**src/rtl/base_mem_mrp_if.sv**
```systemverilog
`timescale 1ns/1ps
// Write/read bus of base_mem_mrp: one lane-masked write port plus nrd read ports.
interface base_mem_mrp_if #(
  parameter int width      = 8,
  parameter int addr_width = 4,
  parameter int lanes      = 1,
  parameter int nrd        = 2
);
  logic                      we;
  logic [addr_width-1:0]     wa;
  logic [width-1:0]          wd;
  logic [lanes-1:0]          wbe;
  logic [nrd-1:0]            re;
  logic [nrd*addr_width-1:0] ra;
  logic [nrd*width-1:0]      rd;
  logic [nrd-1:0]            rv;

  modport master (output we, wa, wd, wbe, re, ra, input rd, rv);
  modport slave  (input we, wa, wd, wbe, re, ra, output rd, rv);
endinterface

```
**src/rtl/base_mem_mrp.sv**
```systemverilog
`timescale 1ns/1ps
// Shared table: 1 lane-masked write port, nrd read ports, rlat-cycle pipelined reads, hw init fill.
// No backpressure: one read per port per cycle; writes/reads are ignored while init_busy is high.
module base_mem_mrp #(
  parameter int               width      = 8,
  parameter int               addr_width = 4,
  parameter int               depth      = 2**addr_width,
  parameter int               lanes      = 1,
  parameter int               nrd        = 2,
  parameter int               rlat       = 1,
  parameter int               bypass     = 0,
  parameter logic [width-1:0] init_value = '0
) (
  input  logic          clk,
  input  logic          reset_n,
  input  logic          clr,
  output logic          init_busy,
  base_mem_mrp_if.slave bus
);
  localparam int LW = width / lanes;
  localparam logic [addr_width:0]   DEPTH_L = (addr_width + 1)'(depth);
  localparam logic [addr_width-1:0] IC_LAST = addr_width'(depth - 1);

  typedef enum logic {INIT, RUN} state_t;

  state_t                state, state_nxt;
  logic [addr_width-1:0] ic, ic_nxt;
  logic [width-1:0]      ram [depth];
  logic                  run;
  logic                  wr_ok;
  logic [addr_width-1:0] ra_a [nrd];
  logic [width-1:0]      rdat [nrd];
  logic [nrd-1:0]        pv [rlat];
  logic [width-1:0]      pd [rlat][nrd];

  always_ff @(posedge clk or negedge reset_n) begin
    if (!reset_n) begin
      state <= INIT;
      ic    <= '0;
    end else begin
      state <= state_nxt;
      ic    <= ic_nxt;
    end
  end

  always_comb begin
    state_nxt = state;
    ic_nxt    = ic;
    if (clr) begin
      state_nxt = INIT;
      ic_nxt    = '0;
    end else if (state == INIT) begin
      if (ic == IC_LAST) begin
        state_nxt = RUN;
        ic_nxt    = '0;
      end else begin
        ic_nxt = ic + addr_width'(1);
      end
    end
  end

  assign run       = (state == RUN);
  assign init_busy = ~reset_n | (state == INIT);
  assign wr_ok     = run & bus.we & ({1'b0, bus.wa} < DEPTH_L);

  // The array itself carries no reset; the init sequencer is what gives it a known state.
  always_ff @(posedge clk) begin
    if (!run) begin
      ram[ic] <= init_value;
    end else if (wr_ok) begin
      for (int j = 0; j < lanes; j++) begin
        if (bus.wbe[j]) ram[bus.wa][j*LW +: LW] <= bus.wd[j*LW +: LW];
      end
    end
  end

  always_comb begin
    for (int i = 0; i < nrd; i++) begin
      rdat[i] = init_value;
      if ({1'b0, ra_a[i]} < DEPTH_L) rdat[i] = ram[ra_a[i]];
      // Forwarding merges only the lanes being written this cycle.
      if (bypass != 0 && wr_ok && bus.wa == ra_a[i]) begin
        for (int j = 0; j < lanes; j++) begin
          if (bus.wbe[j]) rdat[i][j*LW +: LW] = bus.wd[j*LW +: LW];
        end
      end
    end
  end

  always_ff @(posedge clk or negedge reset_n) begin
    if (!reset_n) begin
      for (int k = 0; k < rlat; k++) begin
        pv[k] <= '0;
        for (int i = 0; i < nrd; i++) pd[k][i] <= '0;
      end
    end else begin
      pv[0] <= run ? bus.re : '0;
      for (int i = 0; i < nrd; i++) begin
        if (run && bus.re[i]) pd[0][i] <= rdat[i];
      end
      // Each stage loads only behind a valid, so the last stage holds the last returned data.
      for (int k = 1; k < rlat; k++) begin
        pv[k] <= pv[k-1];
        for (int i = 0; i < nrd; i++) begin
          if (pv[k-1][i]) pd[k][i] <= pd[k-1][i];
        end
      end
    end
  end

  for (genvar g = 0; g < nrd; g++) begin : g_port
    assign ra_a[g]                 = bus.ra[g*addr_width +: addr_width];
    assign bus.rd[g*width +: width] = pd[rlat-1][g];
  end

  assign bus.rv = pv[rlat-1];

endmodule

```
**src/flat_wrapper.sv**
```systemverilog
// flat-port wrapper written by rule: the top's interface ports become plain ports
module base_mem_mrp_flat 
#(
  parameter int               width      = 8,
  parameter int               addr_width = 4,
  parameter int               depth      = 2**addr_width,
  parameter int               lanes      = 1,
  parameter int               nrd        = 2,
  parameter int               rlat       = 1,
  parameter int               bypass     = 0,
  parameter logic [width-1:0] init_value = '0
)
  (clk, reset_n, clr, init_busy, bus_we, bus_wa, bus_wd, bus_wbe, bus_re, bus_ra, bus_rd, bus_rv);
  base_mem_mrp_if #(.width(width), .addr_width(addr_width), .lanes(lanes), .nrd(nrd)) bus_i ();
  input  logic clk;
  input  logic reset_n;
  input  logic clr;
  output logic init_busy;
  input wire logic [$bits(bus_i.we)-1:0] bus_we;
  input wire logic [$bits(bus_i.wa)-1:0] bus_wa;
  input wire logic [$bits(bus_i.wd)-1:0] bus_wd;
  input wire logic [$bits(bus_i.wbe)-1:0] bus_wbe;
  input wire logic [$bits(bus_i.re)-1:0] bus_re;
  input wire logic [$bits(bus_i.ra)-1:0] bus_ra;
  output wire logic [$bits(bus_i.rd)-1:0] bus_rd;
  output wire logic [$bits(bus_i.rv)-1:0] bus_rv;
  assign bus_i.we = bus_we;
  assign bus_i.wa = bus_wa;
  assign bus_i.wd = bus_wd;
  assign bus_i.wbe = bus_wbe;
  assign bus_i.re = bus_re;
  assign bus_i.ra = bus_ra;
  assign bus_rd = bus_i.rd;
  assign bus_rv = bus_i.rv;
  base_mem_mrp #(.width(width), .addr_width(addr_width), .depth(depth), .lanes(lanes), .nrd(nrd), .rlat(rlat), .bypass(bypass), .init_value(init_value)) u_core (.clk(clk), .reset_n(reset_n), .clr(clr), .init_busy(init_busy), .bus(bus_i));
endmodule
```
**config.mk**
```make
export PLATFORM = sky130hd
export DESIGN_NAME = base_mem_mrp_flat
export DESIGN_NICKNAME = d
export VERILOG_FILES = /design/src/rtl/base_mem_mrp_if.sv /design/src/rtl/base_mem_mrp.sv /design/src/flat_wrapper.sv
export SDC_FILE = /design/constraint.sdc
export NUM_CORES = 1
export LEC_CHECK = 0
export ABC_AREA = 1
export ABC_CLOCK_PERIOD_IN_PS = 3670
export CORE_MARGIN = 1
export CORE_UTILIZATION = 42
export CTS_BUF_LIST = sky130_fd_sc_hd__clkbuf_2
export DETAILED_ROUTE_END_ITERATION = 8
export GPL_ROUTABILITY_DRIVEN = 0
export HOLD_SLACK_MARGIN = 0.05
export PLACE_DENSITY = 0.71
export SETUP_SLACK_MARGIN = 0.1
export SLEW_MARGIN = 20
export SYNTH_ARGS = -nofsm -noshare
export SYNTH_HDL_FRONTEND = slang
export SYNTH_SLANG_ARGS = --single-unit
```
**constraint.sdc**
```tcl
create_clock -name clk -period 3.67 [get_ports clk]
set_clock_uncertainty 0.05 [all_clocks]
set_input_delay 0.734 -clock clk [delete_from_list [all_inputs] [get_ports clk]]
set_output_delay 0.734 -clock clk [all_outputs]
set_load 0.01 [all_outputs]
```
==> impl_results.md, run 1 <==
* Status: complete, no violations
* Tcrit/Tclk final at 77.4%
* Synth area leaders: edfxtp_1 50%, nand2_1 19%, nand3_1 13%, dfrtp_1 7.5%, buf_6 3.0%
* Maximum vdd drop at between 0.2 and 0.25 mV
* Final setup fails at 0
* Core Region at 17500 sq um
* Startpoint types: flop
* Initial antenna violation count at 1
* First DRT Iteration DRCs at 1042
* CP bufs+invs at 1
* Rows at 48
* Max Cap Viol at 0
* Worst-margin pin slew at 0.962 ns
* Fillcell total at 1651
* CTS tree: built
* Nets at 933
* # DRC at 0
* Drt pass-1 iters at 6
* Total GRT Usage at a little under a quarter
* # IOs at 46
* GRT Residual Overflow at 0
* Worst-Skew Late Latency at 0.75 ns
* Multi-input combinational cell area at 2720 sq um
* Post-synth EDFFs at 128
* Top post-synthesis cells by count: 395 x nand2_1, 199 x nand3_1, 128 x edfxtp_1
* Post-CTS Setup Inserts at 0
* Critical Path End Type: output port
* First-pass GRT wire length at 31.7 mm
* Largest net degree at the start of global routing at 65
* Pleak at approximately 0.0036 uW
* Final ANT Viol Nets at 0
* Worst-path clk slew at 0.23 ns
* Final Hold Viols at 0
* Die Ht at 137 um
* FF+latch area at 4420 sq um
* Sequential fraction of the synthesis area at 57.9%
* CTS sink cnt at 151
* Slowest stage delay, CP at 0.73 ns
* Hold slack at 0.321 ns
* Ys async rst share at 15.2%
* Max Root-Sink Buffers at 2
* PD cells at 404 nW/um^2
* Crit path kind: flop to output port
* Most frequent cell after synthesis: nand2_1
* Buffers on Ports at 45
* WL per Instance at 18.0 um
* Initial core utilization at 43.5%
* Top cell type's share of synthesized area at 50.4%
* Crit path cell chain: nand2_1 -> clkdlybuf4s50_1
* Crit path required time at between 2 and 3 ns
* Mapped Nets at about 900
* Worst path arrival time at between 2 and 2.5 ns
* Crit path max-delay family: flip-flops
* Synthesized instance count at 867
* Vias in the first global route at ~5800
* Relative slew slack at between 30% and 40%
* Fin crit period at around 2.8 ns
* Min-delay worst type: primary input to async pin
* Drt total wl at 20.5 mm
* Netlist cell types at 24
* Slowest-stage cell, CP: dfrtp_1
* Setup_tns at 0 ns
* Worst Path Max Fanout at 8
* Vias per cell at 5.49
* Syn-to-layout area delta at 10.8%
* Cell taking the most area after synthesis: edfxtp_1
* Root buf cell: clkbuf_2
* Syn Std Cell Area at 7630 sq um
* FF+latch count, synth at 151
* Die width at 137 um
* Average cell area after synthesis at approximately 8.8 sq um
* RSZ-0062 raised after global routing: no
* H-tree levels at 4
* Yosys Warn Count at 0
* Cts-stage hold buffer count at 0
* Worst reg2reg setup slack at between 1 and 1.5 ns
* CTS buffer count at 17
* Final slew viol count at 0
* Fmax at between 0.3 and 0.4 GHz
* Layout cells sized above 1 at 7.31%
* Post-DP HPWL at 13.2 mm
* Die area at 18700 sq um
* Via count at 6280
* Top_reg_cell synth: edfxtp_1
* Cts repair resizes at 0
-- layout make-up --
class	count	share of cell area (%)
sequential	151	52.3
multi-input combinational	637	32.2
timing repair buffer	69	7.34
tap	225	3.33
clock inverter	13	2.43
inverter	29	1.32
clock buffer	18	1.07
antenna	2	0.0592
-- cells by family after synthesis --
family | after synthesis | share of synthesized area [%]
xor+xnor | 1 | 0.115
simple gates | 626 | 34.6
flops | 151 | 57.9
buf+inv | 79 | 6.44
compound gates | 9 | 0.754
fa+ha+maj | 1 | 0.164
-- layer usage --
metal	share of wire [%]	vias up	global-route usage (%)
met1	40	2826	30.1
met4	4.7	0	13.2
met2	44	412	35.7
li1	-	2970	-
met5	0	-	0
met3	11	72	7.30
-- report_power, final --
group | internal [uW] | switching [uW] | total [uW]
Combinational | 144 | 258 | 402
Clock | 513 | 584 | 1100
Sequential | 1890 | 27.6 | 1920
Total | 2550 | 870 | 3420
-- path summary, 6_finish.rpt --
kind                                   from                 to  cells after the start
setup / recovery                 u_core.run          init_busy                      2
hold / removal                      reset_n   u_core.bus.rd[3]                      2
setup reg to reg                 u_core.run  u_core.ram[14][6]                      4
hold reg to reg            u_core.bus.rd[4]   u_core.bus.rd[4]                      2
max in group asynchronous           reset_n   u_core.bus.rd[9]                      2
min in group clk           u_core.bus.rd[4]   u_core.bus.rd[4]                      2
-- placed cells by master, fill, tap and decap left out, types with 2 or more instances in the layout --
cell type        netlist  layout
o21ai_0                2       2
clkinv_4               0       4
nand3_1              199     199
clkinv_2               0       3
clkinv_1               2       4
nand3_2                2       2
diode_2                0       2
nor3_1                 5       5
clkdlybuf4s50_1        0      43
buf_4                  4      24
edfxtp_1             128     128
nand2_2                3       3
nor2_1                20      20
inv_1                 24      24
dfrtp_1               23      23
a21oi_1                2       2
o21ai_2                3       3
bufinv_16              0       5
buf_2                 24       2
clkbuf_2               0      18
nand2_1              395     395
-- worst reg2reg max path: stages (launching register included) --
cell and delay, ns:
dfrtp_1 0.73, nand3_4 0.31, o21ai_1 0.29, nand2_1 0.24, nor2_1 0.60
-- registers in the layout, summed over array words and instances (netlist names) --
signal and flops:
u_core.ic 4, u_core.run 1, u_core.bus.rv 2, u_core.ram 128
u_core.bus.rd 16
-- metrics by stage --
stage / area, sq um / setup slack [ns] / util [%] / power [uW] / std cells
finish: 8450 / 0.828 / 48.2 / 3420 / 1144
CTS: 8450 / 0.770 / 48.2 / 3420 / 1142
floorplan: 7630 / 1.39 / - / 2200 / 867
detailed placement: 8150 / 0.701 / 46.5 / 2340 / 1111
global placement: 8150 / 0.740 / 46.5 / 2340 / 1111
global route: 8450 / 0.692 / 48.2 / 3540 / 1144
No activity file was read; power rests on OpenSTA's default activity.
==> run 2, diff against run 1 <==
- ABC_CLOCK_PERIOD_IN_PS: 3670 -> 2700
- clock period: 3.67 -> 2.7 ns (I/O delays scaled with it)
==> impl_results.md, run 2 (synthesis gave the netlist of run 1 again) <==
* Status: complete, no violations (unchanged)
* Vias per cell at 5.54 (was 5.49)
* H-tree levels at 4 (unchanged)
* Syn-to-layout area delta at 11.8% (was 10.8%)
* Total GRT Usage at 24.5% (was 23.6%)
* Hold slack at 0.169 ns (was 0.321 ns)
* Initial core utilization at 43.5% (unchanged)
* Post-DP HPWL at 14.0 mm (was 13.2 mm)
* Cell area after layout at 8530 sq um (was 8450 sq um)
* Commonest cells after routing, fill and taps aside: 395 x nand2_1, 199 x nand3_1, 128 x edfxtp_1 (unchanged)
* WL per Instance at 18.3 um (was 18.0 um)
* Dpl cells at 1129 (was 1111)
* GRT Residual Overflow at 0 (unchanged)
* Worst-margin pin slew at 0.590 ns (was 0.962 ns)
* Nets at 952 (was 933)
* Pleak at 0.00363 uW (was 0.00357 uW)
* Vias in the first global route at 5975 (was 5846)
* Die area at 18700 sq um (unchanged)
* Die Ht at 137 um (unchanged)
* Drt pass-1 iters at 8 (was 6)
* Root buf cell: clkbuf_2 (unchanged)
* CTS buffer count at 17 (unchanged)
* PD cells at 506 nW/um^2 (was 404 nW/um^2)
* Final slew viol count at 0 (unchanged)
* RSZ-0062 raised after global routing: no (unchanged)
* First DRT Iteration DRCs at 1129 (was 1042)
* Maximum vdd drop at 0.257 mV (was 0.249 mV)
* Worst reg2reg setup slack at 0.77 ns (was 1.10 ns)
* Max Root-Sink Buffers at 2 (unchanged)
* Final setup fails at 0 (unchanged)
* Fmax at 0.402 GHz
* Core Region at 17500 sq um (unchanged)
* Buffers on Ports at 45 (unchanged)
* Relative slew slack at 60.6% (was 35.9%)
* Via count at 6426 (was 6280)
* Rows at 48 (unchanged)
* Final ANT Viol Nets at 0 (unchanged)
* Die width at 137 um (unchanged)
* Tot Pwr at 4310 uW (was 3420 uW)
* Startpoint types: flop (unchanged)
* Non-Filler Instances at 1160 (was 1144)
* Initial antenna violation count at 1 (unchanged)
* CTS sink cnt at 151 (unchanged)
* Layout cells sized above 1 at 8.67% (was 7.31%)
* DP Area at 8320 sq um (was 8150 sq um)
* Worst-path clk slew at 0.21 ns (was 0.23 ns)
* Max Cap Viol at 0 (unchanged)
* Largest net degree at the start of global routing at 65 (unchanged)
* First-pass GRT wire length at 33.2 mm (was 31.7 mm)
* Crit path required time at 2.11 ns (was 2.89 ns)
* Fin crit period at ~2.5 ns
* CTS tree: built (unchanged)
* Min-delay worst type: primary input to async pin (unchanged)
* # IOs at 46 (unchanged)
* Setup_tns at 0 ns (unchanged)
* Critical Path End Type: output port (unchanged)
* Worst-Skew Late Latency at 0.69 ns (was 0.75 ns)
* Final Hold Viols at 0 (unchanged)
* Max reg flops at 128 (unchanged)
* Worst Path Max Fanout at 7 (was 8)
* Tcrit/Tclk final at 92.2%
* Worst path arrival time at 1.90 ns (was 2.06 ns)
* Largest register by flop count: u_core.ram (unchanged)
* Cts repair resizes at 0 (unchanged)
* Commonest non-fill, non-tap cell in the layout: nand2_1 (unchanged)
* Drt total wl at 21.3 mm (was 20.5 mm)
* Crit path kind: flop to output port (unchanged)
* # DRC at 0 (unchanged)
==> run 2: cell count changes in the layout (fill, tap and decap cells not counted), sizes merged <==
cell	change
inv	+3
diode	-1
buf	+19
bufinv	-3
clkinvlp	+1
clkbuf	-1
clkinv	-2
==> run 2: path summary, 6_finish.rpt <==
| path | startpoint | to | cells past startpoint |
|---|---|---|---|
| max | u_core.run | init_busy | 3 |
| max reg2reg | u_core.run | u_core.ram[2][1] | 7 |
| max in group asynchronous | reset_n | u_core.run | 2 |
| min in group clk | clr | u_core.run | 2 |
| min reg2reg | u_core.bus.rd[8] | u_core.bus.rd[8] | 2 |
| min | reset_n | u_core.bus.rd[11] | 2 |
==> run 2: report_power, final <==
part           internal [uW]  switching [uW]  total [uW]
logic                    208             355         563
clock network            392             752        1140
registers               2570            36.0        2610
==> run 2: area by class of cell <==
class                           count  area [sq um]
Tap cell                          225           282
Fill cell                        1692          9010
Timing Repair Buffer               88           801
Sequential cell                   151          4420
Multi-Input combinational cell    637          2720
Antenna cell                        1          2.50
Clock inverter                     12           113
Clock buffer                       17          85.1
Inverter                           29           109
==> run 2: what timing repair did <==
action | CTS | global route
endpoints found under the setup margin | 1 | 0
buffers inserted | 1 | 0
hold buffers | 0 | 0
==> run 2: critical path: stages (launching register included) <==
cell             delay, ns
dfrtp_1               0.41
buf_4                 0.19
nand2_1               0.07
clkdlybuf4s50_1       0.53
==> run 2: per-layer routing <==
metal / wire length [um] / vias to the layer above / track usage [%] / part of all wire, %
met2: 9850 / 410 / 39.7 / 46
met4: 582 / 0 / 8.91 / 2.7
met5: 0 / - / 0 / 0
met3: 2060 / 50 / 4.85 / 9.7
met1: 8760 / 2962 / 32.6 / 41
li1: - / 3004 / - / -
==> run 2: metrics by stage <==
step | utilization (%) | setup WS (ns)
floorplan | - | 0.612
global placement | 47.5 | 0.255
detailed placement | 47.5 | 0.200
CTS | 48.6 | 0.142
global route | 48.6 | 0.102
finish | 48.6 | 0.211
